[config.mk]
export PLATFORM = sky130hd
export DESIGN_NAME = iob_axistream_out_arb_flat
export DESIGN_NICKNAME = d
export VERILOG_FILES = /design/src/rtl/iob_axistream_out_arb_if.sv /design/src/rtl/iob_axistream_out_arb.sv /design/src/flat_wrapper.sv
export SDC_FILE = /design/constraint.sdc
export NUM_CORES = 1
export LEC_CHECK = 0
export CAP_MARGIN = 10
export CORE_UTILIZATION = 43
export CTS_BUF_LIST = sky130_fd_sc_hd__clkbuf_8 sky130_fd_sc_hd__clkbuf_16
export DETAILED_ROUTE_END_ITERATION = 8
export GPL_TIMING_DRIVEN = 1
export PLACE_DENSITY = 0.9
export SETUP_SLACK_MARGIN = 0.4
export SYNTH_ARGS = -nofsm -noshare
export SYNTH_HDL_FRONTEND = slang
export SYNTH_SLANG_ARGS = --single-unit
[constraint.sdc]
create_clock -name clk_i -period 4 [get_ports clk_i]
set_input_delay 0.4 -clock clk_i [delete_from_list [all_inputs] [get_ports clk_i]]
set_output_delay 0.4 -clock clk_i [all_outputs]
set_load 0.02 [all_outputs]
[src/rtl/iob_axistream_out_arb_if.sv]
// Stream bundle for the output arbiter: N_REQ requester streams in, one merged stream out.
// master = arbiter side, slave = requesters plus downstream sink.
interface iob_axistream_out_arb_if #(
  parameter int TDATA_W = 8,
  parameter int N_REQ   = 2
);
  logic [N_REQ*TDATA_W-1:0] s_tdata_i;
  logic [N_REQ-1:0]         s_tvalid_i;
  logic [N_REQ-1:0]         s_tlast_i;
  logic [N_REQ-1:0]         s_tready_o;
  logic [TDATA_W-1:0]       m_tdata_o;
  logic                     m_tvalid_o;
  logic                     m_tlast_o;
  logic                     m_tready_i;

  modport master (
    input  s_tdata_i, s_tvalid_i, s_tlast_i, m_tready_i,
    output s_tready_o, m_tdata_o, m_tvalid_o, m_tlast_o
  );

  modport slave (
    output s_tdata_i, s_tvalid_i, s_tlast_i, m_tready_i,
    input  s_tready_o, m_tdata_o, m_tvalid_o, m_tlast_o
  );
endinterface

[src/rtl/iob_axistream_out_arb.sv]
// Packet-locked AXI-Stream arbiter with one registered output stage.
// Fixed priority by default; define IOB_AXISTREAM_OUT_ARB_RR_EN for round-robin.
module iob_axistream_out_arb #(
  parameter int  TDATA_W = 8,
  parameter int  N_REQ   = 2,
  localparam int GRANT_W = $clog2(N_REQ)
) (
  input  logic                    clk_i,
  input  logic                    arst_n_i,
  input  logic                    cke_i,
  input  logic                    rst_i,
  input  logic                    en_i,
  iob_axistream_out_arb_if.master bus,
  output logic [GRANT_W-1:0]      grant_o,
  output logic                    busy_o
);

  typedef enum logic {IDLE, LOCKED} state_t;

  state_t               r_state;
  logic [GRANT_W-1:0]   r_grant;
  logic                 r_busy;
  logic [TDATA_W-1:0]   r_m_tdata;
  logic                 r_m_tvalid;
  logic                 r_m_tlast;

  logic [GRANT_W-1:0]   w_winner;
  logic [TDATA_W-1:0]   w_sel_data;
  logic                 w_any_req;
  logic                 w_room;
  logic                 w_accept;
  logic                 w_last;

  assign w_any_req = |bus.s_tvalid_i;
  assign w_room    = ~r_m_tvalid | bus.m_tready_i;
  // A stalled clock must not let a requester believe its beat was taken.
  assign w_accept  = (r_state == LOCKED) & bus.s_tvalid_i[r_grant] & w_room & cke_i;
  assign w_last    = bus.s_tlast_i[r_grant];

  always_comb begin
    // NOTE: every always_comb output gets a default first so no latch is inferred.
    bus.s_tready_o = '0;
    if (r_state == LOCKED && cke_i) bus.s_tready_o[r_grant] = w_room;
  end

  always_comb begin
    w_sel_data = '0;
    for (int k = 0; k < N_REQ; k++) begin
      if (r_grant == GRANT_W'(k)) w_sel_data = bus.s_tdata_i[k*TDATA_W +: TDATA_W];
    end
  end

`ifdef IOB_AXISTREAM_OUT_ARB_RR_EN
  localparam int SUM_W = GRANT_W + 1;

  logic [GRANT_W-1:0] r_ptr;
  logic [SUM_W-1:0]   w_slot;
  logic               w_found;

  function automatic logic [GRANT_W-1:0] wrap_inc(input logic [GRANT_W-1:0] g);
    return (g == GRANT_W'(N_REQ - 1)) ? '0 : g + 1'b1;
  endfunction

  // Search starts at r_ptr and wraps modulo N_REQ (N_REQ need not be a power of two).
  always_comb begin
    w_winner = '0;
    w_found  = 1'b0;
    w_slot   = '0;
    for (int i = 0; i < N_REQ; i++) begin
      w_slot = {1'b0, r_ptr} + SUM_W'(i);
      if (w_slot >= SUM_W'(N_REQ)) w_slot = w_slot - SUM_W'(N_REQ);
      if (!w_found && bus.s_tvalid_i[w_slot[GRANT_W-1:0]]) begin
        w_winner = w_slot[GRANT_W-1:0];
        w_found  = 1'b1;
      end
    end
  end

  always_ff @(posedge clk_i or negedge arst_n_i) begin
    if (!arst_n_i) begin
      r_ptr <= '0;
    end else if (cke_i) begin
      if (rst_i)                  r_ptr <= '0;
      else if (w_accept && w_last) r_ptr <= wrap_inc(r_grant);
    end
  end
`else
  always_comb begin
    w_winner = '0;
    for (int i = N_REQ - 1; i >= 0; i--) begin
      if (bus.s_tvalid_i[i]) w_winner = GRANT_W'(i);
    end
  end
`endif

  always_ff @(posedge clk_i or negedge arst_n_i) begin
    // NOTE: sequential state uses non-blocking assignments so all flops update together.
    if (!arst_n_i) begin
      r_state <= IDLE;
      r_grant <= '0;
      r_busy  <= 1'b0;
    end else if (cke_i) begin
      if (rst_i) begin
        r_state <= IDLE;
        r_grant <= '0;
        r_busy  <= 1'b0;
      end else begin
        case (r_state)
          IDLE: begin
            if (en_i && w_any_req) begin
              r_grant <= w_winner;
              r_state <= LOCKED;
              r_busy  <= 1'b1;
            end
          end
          LOCKED: begin
            if (w_accept && w_last) begin
              r_state <= IDLE;
              r_busy  <= 1'b0;
            end
          end
          default: begin
            r_state <= IDLE;
            r_busy  <= 1'b0;
          end
        endcase
      end
    end
  end

  // Output stage drains on its own once the FSM has released the lock.
  always_ff @(posedge clk_i or negedge arst_n_i) begin
    if (!arst_n_i) begin
      r_m_tdata  <= '0;
      r_m_tvalid <= 1'b0;
      r_m_tlast  <= 1'b0;
    end else if (cke_i) begin
      if (rst_i) begin
        r_m_tdata  <= '0;
        r_m_tvalid <= 1'b0;
        r_m_tlast  <= 1'b0;
      end else if (w_accept) begin
        r_m_tdata  <= w_sel_data;
        r_m_tvalid <= 1'b1;
        r_m_tlast  <= w_last;
      end else if (bus.m_tready_i) begin
        r_m_tvalid <= 1'b0;
        r_m_tlast  <= 1'b0;
      end
    end
  end

  assign bus.m_tdata_o  = r_m_tdata;
  assign bus.m_tvalid_o = r_m_tvalid;
  assign bus.m_tlast_o  = r_m_tlast;
  assign grant_o        = r_grant;
  assign busy_o         = r_busy;

endmodule

[src/flat_wrapper.sv]
// flat-port wrapper written by rule: the top's interface ports become plain ports
module iob_axistream_out_arb_flat 
#(
  parameter int  TDATA_W = 8,
  parameter int  N_REQ   = 2,
  localparam int GRANT_W = $clog2(N_REQ)
)
  (clk_i, arst_n_i, cke_i, rst_i, en_i, grant_o, busy_o, bus_s_tdata_i, bus_s_tvalid_i, bus_s_tlast_i, bus_m_tready_i, bus_s_tready_o, bus_m_tdata_o, bus_m_tvalid_o, bus_m_tlast_o);
  iob_axistream_out_arb_if #(.TDATA_W(TDATA_W), .N_REQ(N_REQ)) bus_i ();
  input  logic clk_i;
  input  logic arst_n_i;
  input  logic cke_i;
  input  logic rst_i;
  input  logic en_i;
  output logic [GRANT_W-1:0] grant_o;
  output logic busy_o;
  input wire logic [$bits(bus_i.s_tdata_i)-1:0] bus_s_tdata_i;
  input wire logic [$bits(bus_i.s_tvalid_i)-1:0] bus_s_tvalid_i;
  input wire logic [$bits(bus_i.s_tlast_i)-1:0] bus_s_tlast_i;
  input wire logic [$bits(bus_i.m_tready_i)-1:0] bus_m_tready_i;
  output wire logic [$bits(bus_i.s_tready_o)-1:0] bus_s_tready_o;
  output wire logic [$bits(bus_i.m_tdata_o)-1:0] bus_m_tdata_o;
  output wire logic [$bits(bus_i.m_tvalid_o)-1:0] bus_m_tvalid_o;
  output wire logic [$bits(bus_i.m_tlast_o)-1:0] bus_m_tlast_o;
  assign bus_i.s_tdata_i = bus_s_tdata_i;
  assign bus_i.s_tvalid_i = bus_s_tvalid_i;
  assign bus_i.s_tlast_i = bus_s_tlast_i;
  assign bus_i.m_tready_i = bus_m_tready_i;
  assign bus_s_tready_o = bus_i.s_tready_o;
  assign bus_m_tdata_o = bus_i.m_tdata_o;
  assign bus_m_tvalid_o = bus_i.m_tvalid_o;
  assign bus_m_tlast_o = bus_i.m_tlast_o;
  iob_axistream_out_arb #(.TDATA_W(TDATA_W), .N_REQ(N_REQ)) u_core (.clk_i(clk_i), .arst_n_i(arst_n_i), .cke_i(cke_i), .rst_i(rst_i), .en_i(en_i), .bus(bus_i), .grant_o(grant_o), .busy_o(busy_o));
endmodule
Yosys cells after proc, flatten, opt, wreduce, memory -nomap -nowiden
Index checks and enable logic that the tools add are counted.
- add/sub/neg operators: 0
- $mul: 0
- div/mod/pow operators: 0
- magnitude comparators: 2
- eq/ne operators: 3
- shifts and indexed selects: 0
- multiplexer cells: 28
- bitwise logic cells: 7
- reductions and logical operators: 12
- operators by type and width (operator ; number):
    $mux W8 ; 3
    $mux W1 ; 21
    $reduce_and A3 Y1 ; 2
    $logic_and A1 B1 Y1 ; 4
    $pmux W1 S2 ; 2
    $reduce_and A2 Y1 ; 2
    $reduce_bool A2 Y1 ; 2
    $and A1 B1 Y1 ; 3
    $ne A3 B2 Y1 const B ; 1
    $ne A3 B3 Y1 const B ; 1
    $reduce_bool A3 Y1 ; 1
    $and A2 B2 Y2 ; 1
    $lt A1 B2 Y1 const B ; 1
    $mux W2 ; 1
    $ne A2 B2 Y1 const B ; 1
    $not A1 Y1 ; 2
    $reduce_or A2 Y1 ; 1
    $demux W1 S1 ; 1
    $ge A1 B1 Y1 const B ; 1
    $or A1 B1 Y1 ; 1
- bits in registers: 13
- bits in latches: 0
- bits in writable memories: 0
- memory bits (read-only): 0
- logic and storage cells: 58
- memories: 0

Logic depth before layout (Yosys ltp)
Gate-level depths: netlist (run 1).
- depth after elaboration: 9
- mapped depth: 4
- mapped depth without buffers: 3

Worst setup path before layout (run 1)
Ideal clock, no wire load.
- path kind: register -> output
- start: reg u_core.r_grant, in the netlist u_core.grant_o
- end: out bus_s_tready_o[1]
- data arrival time: 1.324 ns
- data required time: 3.600 ns
- slack: 2.276 ns
- stages on the path, launching flop included: 4
- path through: dfrtp_1 > buf_4 > inv_1 > nor3_1
- word-level cells in the longest chain between the ends: 6
- ends and longest elaborated chain (element ; line ; text):
    from (decl) ; iob_axistream_out_arb.sv:21 ; logic [GRANT_W-1:0] r_grant;
    from (signal assigned) ; iob_axistream_out_arb.sv:111 ; r_grant <= w_winner;
    $lt A1 B2 Y1 (not written as such) or $ge A1 B1 Y1 (tied branches) ; iob_axistream_out_arb.sv:43 ; if (r_state == LOCKED && cke_i) bus.s_tready_o[r_grant] = w_room;
    $logic_and A1 B1 Y1 (not written as such) ; iob_axistream_out_arb.sv:43 ;
    $mux W1 (not written as such) ; iob_axistream_out_arb.sv:43 ;
    $demux W1 S1 (*) ; n/a ;
    $and A2 B2 Y2 (no source line) (*) ; n/a ;
    $mux W2 (*) ; iob_axistream_out_arb.sv:43 ;
    to (decl) ; flat_wrapper.sv:21 ; output wire logic [$bits(bus_i.s_tready_o)-1:0] bus_s_tready_o;
Mark *: on every way between the ends. The rest lies on a longest branch, timed or not.

Final worst setup path (run 1)
- start: in cke_i
- end: out bus_s_tready_o[0]
- word-level cells in the longest chain between the ends: 2
- ends and longest elaborated chain (element ; line ; text):
    from (decl) ; flat_wrapper.sv:12 ; input logic cke_i;
    $logic_and A1 B1 Y1 ; iob_axistream_out_arb.sv:43 ;
    $mux W2 ; iob_axistream_out_arb.sv:43 ;
Every way passes these cells.

==> run metrics, run 1 <==
Core ar. 1783 sq um; Final WS setup 1.165 ns; final RePlAce weighted congestion 0.8467; Worst R2R Start u_core.grant_o; Tcrit/Tclk final 0.7088; final WL 2.426 mm; CP most frequent cell clkdlybuf4s50_1; DRT Pass-1 Iters 4; total track usage 0.2437; # clock sinks 13; CP Class input pin to primary output; RSZ-0062 raised after global routing no; initial antenna violation count 0; Vias/cell 5.908; Max IR drop VDD 365.7 uV; maximum capacitance violations 0; mapped cell area 848.3 sq um; Worst Tran Pin Value 0.7689 ns; Netlist cell types 28; die width 46.42 um; net count after synthesis 117; Reg2Reg Capture Point u_core.bus.m_tdata_o[4]; worst slack, placed 1.201 ns; remaining antenna violation count after routing 0; asr flop ratio synth 1.000; area grow syn2layout 51.18%; largest net degree at the start of global routing 17; leading cell type in the layout, fill and taps excluded clkdlybuf4s50_1; HPWL Detailed 1.808 mm; sequential fraction of the synthesis area 0.3835; worst skew pair latency 0.24 ns; WL/cell 15.96 um; Yosys warning count 0; CTS Root Cell clkbuf_8; Slowest cell on crit path clkdlybuf4s50_1; CTS tree done; setup violators final 0; Die Area 2154 sq um; TNS Setup 0 ns; DR vias 898; most frequent cells in the layout clkdlybuf4s50_1, inv_1, dfrtp_1; CP endpoint kind primary output; Seq cells post-synth 13; Hold WC Path Type input pin to async pin; flop2flop setup slack 2.26 ns; worst endpoint required time 3.60 ns; vias in the first global route 792; gr ovfl total 0; clk_skew 0.001035 ns; Clock H-tree levels 1; DRC Markers 0; IO buf count 39; first-pass GRT wire length 3.657 mm; row count 15; P_leak 0.4890 nW; dominant synthesized flop cell dfrtp_1; Hold Violations, Final 0; clock buffer depth 2; Avg Inst Size Synth 9.322 sq um; die height 46.42 um; Initial Utilization 0.4758; Worst Setup EP bus_s_tready_o[0]; worst setup path startpoint cke_i; critical path cell sequence clkdlybuf4s50_1 -> nand2_1 -> nor3_1 -> clkdlybuf4s50_1; Post-CTS Resized 0; fraction of layout cells with a size suffix above 1 0.03937; nets 154; post-CTS setup buffer count 0; R2R depth 3; hold buffers post-CTS 0; Slew Viols, Final 0; Power Dens Cells 457.3 nW/um^2; antenna diode count 0; post-synthesis instance total 91; Core Util, Final 0.7193; I/O pin cnt 40; Slew HR 0.4863; max incr delay on CP 0.80 ns; CTS Buf Count 3; status complete, no violations; crit path DAT 2.44 ns; Crit Path Max Fanout 16; CP Launch Type input pin; Clock transition at path regs 0.05 ns; fmax 352.7 MHz; Post-synth EDFFs 0; DRT iter0 DRCs 27; Tmin final 2.835 ns
## critical path, delay by kind of cell
family,cells,cell delay [ns]
buffers and inverters,2,1.44
AND/OR/NAND/NOR,2,0.59
## kinds of logic after synthesis
| logic type | Yosys count | synth area share |
|---|---|---|
| simple gates | 23 | 0.1578 |
| buf+inv | 20 | 0.09587 |
| compound gates | 25 | 0.2271 |
| mux | 10 | 0.1357 |
| flops | 13 | 0.3835 |
## area by class of cell
type                            count  area (sq um)
Clock inverter                      1         3.754
Timing Repair Buffer               39         390.4
Tap cell                           25         31.28
Inverter                           13         48.80
Sequential cell                    13         325.3
Multi-Input combinational cell     58         441.7
Fill cell                         120         500.5
Clock buffer                        3         41.29
## where the power goes
group | internal, mW | switching, mW | total (mW)
Combinational | 0.136 | 0.132 | 0.268
Sequential | 0.167 | 0.0401 | 0.207
Clock | 0.0676 | 0.0441 | 0.112
Total | 0.371 | 0.216 | 0.587
## worst min-delay path by stage
stage / to / from / slack [ns] / depth (start not counted)
3_5_place_dp: u_core.busy_o / u_core.busy_o / 0.52 / 1
4_1_cts: u_core.busy_o / u_core.busy_o / 0.53 / 1
3_3_place_gp: u_core.busy_o / u_core.busy_o / 0.49 / 1
2_1_floorplan: u_core.bus.m_tdata_o[0] / arst_n_i / 0.10 / 0
6_report: u_core.grant_o / arst_n_i / 0.53 / 1
5_1_grt: u_core.busy_o / u_core.busy_o / 0.54 / 1
## state kept, by name (all words and copies together) (netlist names)
signal and cells:
u_core.bus.m_tdata_o 8, u_core.bus.m_tvalid_o 1, u_core.grant_o 1, u_core.bus.m_tlast_o 1
u_core.r_state 1, u_core.busy_o 1
## Yosys cell counts (2+ instances only)
cell | instances | area (sq um)
nand2_1 | 2 | 7.510
nand3b_1 | 2 | 15.01
dfrtp_1 | 13 | 325.3
nor2b_1 | 2 | 12.51
nor2_1 | 2 | 7.510
nor3_1 | 3 | 15.01
a31oi_1 | 8 | 50.05
inv_1 | 13 | 48.80
mux2_1 | 8 | 90.09
clkbuf_1 | 4 | 15.01
buf_2 | 2 | 10.01
o32ai_1 | 8 | 70.07
o22ai_1 | 2 | 12.51
nor4_1 | 8 | 50.05
## per-stage QoR
stage                     hold WS (ns)  std cells  total power, mW  cell area, sq um
after floorplan                 0.1044         91           0.3512             848.3
after global placement          0.4934        148           0.4612              1237
after detailed placement        0.5222        148           0.4730              1237
after CTS                       0.5338        152           0.5869              1282
after global routing            0.5397        152           0.6194              1282
final                           0.5297        152           0.5865              1282
## routing by layer
metal	up-vias	track usage	routed length, um	part of all wire
met1	410	0.3194	989	0.41
met2	60	0.3806	1113	0.46
met4	0	0.1059	46	0.019
met5	-	0	0	0
li1	422	-	-	-
met3	6	0.05490	277	0.11
Power figures use the tool's default switching activity.
==> run 2, diff against run 1 <==
CORE_UTILIZATION = 36   (was 43)
PLACE_DENSITY = 0.81   (was 0.9)
clock period = 2.34 ns   (was 4 ns; I/O delays follow)
==> run 2 against run 1 <==
- clock power up 81%
- cell area up 3.5%
- die area rose by 19%
- via count increased by 1.2%
- sequential power increased by 69%
- core utilization fell by 12 points
- global-route usage down 2.8 points
- register-to-register slack got worse by 1.6 ns
- clock-buffer cell count is the same
- largest power group unchanged
==> run metrics, run 2 (synthesis gave the netlist of run 1 again) <==
status complete, no violations (unchanged); worst setup path startpoint u_core.grant_o (was cke_i); vias in the first global route 926 (was 792); Hold Violations, Final 0 (unchanged); total track usage 0.2153 (was 0.2437); remaining antenna violation count after routing 0 (unchanged); DRC Markers 0 (unchanged); Tot Pwr 1.028 mW (was 586.5 uW); Die Area 2555 sq um (was 2154 sq um); post-CTS setup buffer count 0 (unchanged); final WL 2.514 mm (was 2.426 mm); first-pass GRT wire length 4.084 mm (was 3.657 mm); Worst R2R Start u_core.grant_o (unchanged); clock buffer depth 2 (unchanged); DRT Pass-1 Iters 4 (unchanged); area occupied by multi-input gates 441.7 sq um (unchanged); HPWL Detailed 1.869 mm (was 1.808 mm); nets 159 (was 154); Vias/cell 5.681 (was 5.908); fraction of layout cells with a size suffix above 1 0.09091 (was 0.03937); Filler cells 203 (was 120); Hold WS 0.3665 ns (was 0.5297 ns); Seq pwr share 0.339 (was 0.353); Power Dens Cells 774.7 nW/um^2 (was 457.3 nW/um^2); hold buffers post-CTS 0 (unchanged); maximum capacitance violations 0 (unchanged); row count 17 (was 15); die width 50.55 um (was 46.42 um); Slew HR 0.6002 (was 0.4863); flop2flop setup slack 0.67 ns (was 2.26 ns); RSZ-0062 raised after global routing no (unchanged); die height 50.55 um (was 46.42 um); leading cell type in the layout, fill and taps excluded clkdlybuf4s50_1 (unchanged); I/O pin cnt 40 (unchanged); Int Pwr 647.7 uW (was 370.7 uW); CTS Root Cell clkbuf_8 (unchanged); Core ar. 2212 sq um (was 1783 sq um); CP endpoint kind flop (was primary output); Psw 380.7 uW (was 215.8 uW); gr ovfl total 0 (unchanged); antenna diode count 0 (unchanged); # clock sinks 13 (unchanged); area grow syn2layout 56.49% (was 51.18%); P_leak 0.5320 nW (was 0.4890 nW); Clk pwr share 0.197 (was 0.190); GR Util met1 0.2895 (was 0.3194); Reg2Reg Capture Point u_core.r_state (was u_core.bus.m_tdata_o[4]); Reg area 326.6 sq um (was 325.3 sq um); largest net degree at the start of global routing 16 (was 17); R2R depth 4 (was 3); Tcrit/Tclk final 0.7129; initial antenna violation count 0 (unchanged); clk_skew 0.004889 ns (was 0.001035 ns); met3 Use GR 0.05455 (was 0.05490); CP Launch Type flop (was input pin); DRT iter0 DRCs 21 (was 27); Initial Utilization 0.3835 (was 0.4758); max reg flops 8 (unchanged); Clock H-tree levels 1 (unchanged); worst endpoint required time 2.46 ns (was 3.60 ns); Worst Tran Pin Value 0.5978 ns (was 0.7689 ns); Comb pwr share 0.463 (was 0.457); worst skew pair latency 0.24 ns (about the same); Slew Viols, Final 0 (unchanged); Switching Fraction 0.3702 (was 0.3680); Tmin final 1.668 ns; Max IR drop VDD 672.9 uV (was 365.7 uV); fmax 599.5 MHz; crit path DAT 1.79 ns (was 2.44 ns); most frequent cells in the layout clkdlybuf4s50_1, inv_1, dfrtp_1 (unchanged); CTS tree done (unchanged); Most Used Layer, Global Route met2 (unchanged); setup violators final 0 (unchanged); Worst Setup EP u_core.r_state (was bus_s_tready_o[0]); GRT met2 Usage 0.3222 (was 0.3806); Crit Path Max Fanout 10 (was 16); CTS Buf Count 3 (unchanged); Hold WC Path Type input pin to async pin (unchanged); Clock transition at path regs 0.06 ns (was 0.05 ns); WL/cell 15.71 um (was 15.96 um); DR vias 909 (was 898); IO buf count 39 (unchanged); TNS Setup 0 ns (unchanged); CP Class flop to flop (was input pin to primary output); final RePlAce weighted congestion 0.8690 (was 0.8467)
run 2: worst min-delay path by stage:
stage / from / to / slack [ns] / cells past startpoint
6_report: arst_n_i / u_core.bus.m_tdata_o[1] / 0.37 / 1
5_1_grt: arst_n_i / u_core.bus.m_tdata_o[7] / 0.40 / 1
4_1_cts: arst_n_i / u_core.bus.m_tdata_o[1] / 0.38 / 1
3_5_place_dp: u_core.busy_o / u_core.busy_o / 0.50 / 1
3_3_place_gp: u_core.busy_o / u_core.busy_o / 0.49 / 1
2_1_floorplan: arst_n_i / u_core.bus.m_tdata_o[0] / -0.06 / 0
run 2: timing repair:
action | CTS | global route
pin swaps | 0 | 0
gates resized for setup | 2 | 1
endpoints found under the setup margin | 1 | 1
run 2: power by group through the flow:
stage | registers (mW) | logic (mW) | clock network, mW
global route | 0.357 | 0.512 | 0.215
floorplan | 0.402 | 0.198 | 0
detailed placement | 0.348 | 0.475 | 0
CTS | 0.347 | 0.479 | 0.204
finish | 0.349 | 0.476 | 0.203
global placement | 0.346 | 0.463 | 0
run 2: per-stage QoR:
stage          instances  area [sq um]  utilization  worst slack [ns]
2_1_floorplan         91         848.3            -            0.7816
3_3_place_gp         156          1279       0.5781            0.4377
3_5_place_dp         156          1279       0.5781            0.3983
4_1_cts              160          1325       0.5990            0.4206
5_1_grt              160          1328       0.6001            0.5864
6_report             160          1328       0.6001            0.6719
run 2: layout make-up:
| class | instances | area share |
|---|---|---|
| inverters | 13 | 0.03676 |
| repair buffers | 44 | 0.3233 |
| flip-flops and latches | 13 | 0.2460 |
| clock buffers | 3 | 0.03110 |
| multi-input cells | 58 | 0.3327 |
| clock inverters | 1 | 0.003770 |
| well taps | 28 | 0.02639 |
run 2: metal layers:
layer,part of all wire,vias to the layer above
met3,0.10,2
met5,0,-
met2,0.44,49
met1,0.45,429
li1,-,429
met4,0.0088,0
run 2: critical path, stage by stage (launching register included):
cell	delay, ns
dfrtp_2	0.48
buf_4	0.19
nand3b_1	0.15
a211o_1	0.35
a311o_1	0.37
==> run 3, diff against run 2 <==
CORE_UTILIZATION = 40   (was 36)
PLACE_DENSITY = 0.85   (was 0.81)
clock period = 1.6 ns   (was 2.34 ns; I/O delays follow)
==> run 3 against run 2 <==
- cell count rose by 8.1%
- first-iteration DRC count rose by 90%
- routed wire length rose by 36%
- critical path depth rose by 1
- clock-buffer cell count did not move
- maximum frequency rose by 8.4%
- setup slack got worse by 0.61 ns
- total power rose by 65%
- register-to-register slack got worse by 0.61 ns
- cell area rose by 20%
- largest power group unchanged
==> run metrics, run 3 (synthesis gave the netlist of run 1 again) <==
status complete, no violations (unchanged); die height 48.05 um (was 50.55 um); DRC Markers 0 (unchanged); antenna diode count 0 (unchanged); Max IR drop VDD 801.8 uV (was 672.9 uV); Core ar. 1982 sq um (was 2212 sq um); total track usage 0.2869 (was 0.2153); die width 48.05 um (was 50.55 um); remaining antenna violation count after routing 0 (unchanged); crit path DAT 1.65 ns (was 1.79 ns); leading cell type in the layout, fill and taps excluded clkdlybuf4s50_1 (unchanged); # clock sinks 13 (unchanged); IO buf count 39 (unchanged); final WL 3.411 mm (was 2.514 mm); WL/cell 19.72 um (was 15.71 um); CTS Buf Count 3 (unchanged); Reg2Reg Capture Point u_core.bus.m_tdata_o[0] (was u_core.r_state); nets 173 (was 159); fmax 649.9 MHz (was 599.5 MHz); flop2flop setup slack 0.06 ns (was 0.67 ns); Clock H-tree levels 1 (unchanged); Hold WS 0.2996 ns (was 0.3665 ns); fraction of layout cells with a size suffix above 1 0.3425 (was 0.09091); CP Class flop to flop (unchanged); maximum capacitance violations 0 (unchanged); max incr delay on CP 0.44 ns (was 0.48 ns); final RePlAce weighted congestion 0.8560 (was 0.8690); setup violators final 0 (unchanged); P_leak 0.6577 nW (was 0.5320 nW); DR vias 1,053 (was 909); Initial Utilization 0.4280 (was 0.3835); Hold Violations, Final 0 (unchanged); worst skew pair latency 0.25 ns (was 0.24 ns); CTS Root Cell clkbuf_8 (unchanged); RSZ-0062 raised after global routing yes (was no); Power Dens Cells 1064 nW/um^2 (was 774.7 nW/um^2); most frequent cells in the layout clkdlybuf4s50_1, buf_4, inv_1 (was clkdlybuf4s50_1, inv_1, dfrtp_1); Post-DP Area 1343 sq um (was 1279 sq um); HPWL Detailed 1.947 mm (was 1.869 mm); initial antenna violation count 0 (unchanged); CP endpoint kind flop (unchanged); max reg flops 8 (unchanged); critical path cell sequence buf_6 -> mux2i_4 -> buf_12 -> nor4_1 -> o32ai_1 (was buf_4 -> nand3b_1 -> a211o_1 -> a311o_1); CP Launch Type flop (unchanged); first-pass GRT wire length 4.353 mm (was 4.084 mm); Worst R2R Start u_core.grant_o (unchanged); DRT iter0 DRCs 40 (was 21); Clock transition at path regs 0.06 ns (about the same); worst endpoint required time 1.71 ns (was 2.46 ns); hold buffers post-CTS 0 (unchanged); clk_skew 0.002928 ns (was 0.004889 ns); Die Area 2309 sq um (was 2555 sq um); Final WS setup 0.06136 ns (was 0.6719 ns); DRT Pass-1 Iters 4 (unchanged); largest net degree at the start of global routing 15 (was 16); clock buffer depth 2 (unchanged); Slowest cell on crit path dfrtp_2 (unchanged); area grow syn2layout 87.76% (was 56.49%); Crit Path Max Fanout 5 (was 10); Slew HR 0.5836 (was 0.6002); Worst Tran Pin Value 0.6227 ns (was 0.5978 ns); worst slack, placed -0.09490 ns (was 0.3983 ns); Vias/cell 6.087 (was 5.681); gr ovfl total 0 (unchanged); Slew Viols, Final 0 (unchanged); Hold WC Path Type input pin to async pin (unchanged); R2R depth 5 (was 4); I/O pin cnt 40 (unchanged); CTS tree done (unchanged); row count 16 (was 17); vias in the first global route 901 (was 926); post-route cell area 1593 sq um (was 1328 sq um); Tmin final 1.539 ns (was 1.668 ns); Tcrit/Tclk final 0.9616 (was 0.7129)
[run 3: changes by cell type in the layout (fill, tap and decap cells not counted), sizes merged]
cell           change
clkdlybuf4s50     -15
mux2               +1
buf               +15
mux2i              +1
dlygate4sd2       +11
clkbuf             +1
[run 3: worst max-delay path, delay by kind of cell (launching register included)]
kind                   cells  cell delay, ns
and+or+nand+nor            1            0.30
DFF                        1            0.44
buffers and inverters      2            0.31
muxes                      1            0.19
AOI/OAI and AO/OA          1            0.15
[run 3: area by class of cell]
class | count | area (sq um)
clock buffers | 3 | 41.29
clock inverters | 1 | 5.005
repair buffers | 56 | 521.8
multi-input cells | 60 | 614.3
flip-flops and latches | 13 | 327.8
fillers | 106 | 389.1
well taps | 27 | 33.78
inverters | 13 | 48.80
[run 3: repair_timing]
item                                    CTS  global route
gates cloned                              2             0
pin swaps                                16             7
endpoints found under the setup margin   27            16
gates resized for setup                  40            18
setup buffers                             4             2
[run 3: metal layers]
metal | vias to the layer above | track usage | share of wire
met5 | - | 0 | 0
met4 | 0 | 0.05000 | 0.021
met3 | 10 | 0.07925 | 0.069
met2 | 64 | 0.5054 | 0.52
met1 | 511 | 0.3538 | 0.38
li1 | 468 | - | -
[run 3: report_power, final]
group | internal (mW) | switching, mW | total [mW]
clock network | 0.172 | 0.131 | 0.303
logic | 0.427 | 0.469 | 0.896
registers | 0.419 | 0.0768 | 0.495
total | 1.02 | 0.676 | 1.69
[run 3: metrics by stage]
step                      total power, mW  setup TNS (ns)    util  cells
after floorplan                    0.8948               0       -     91
after global placement              1.211         -0.1490  0.6774    161
after detailed placement            1.239         -0.4471  0.6774    161
after CTS                           1.582               0  0.7595    171
after global routing                1.780               0  0.8037    173
final                               1.694               0  0.8037    173
[run 3: worst max-delay path by stage]
stage | cells after the start | end | startpoint
global route | 5 | u_core.bus.m_tdata_o[0] | u_core.grant_o
detailed placement | 4 | bus_s_tready_o[1] | bus_m_tready_i
floorplan | 4 | u_core.bus.m_tdata_o[1] | u_core.grant_o
global placement | 4 | bus_s_tready_o[0] | bus_m_tready_i
finish | 5 | u_core.bus.m_tdata_o[0] | u_core.grant_o
CTS | 3 | bus_s_tready_o[1] | u_core.bus.m_tvalid_o
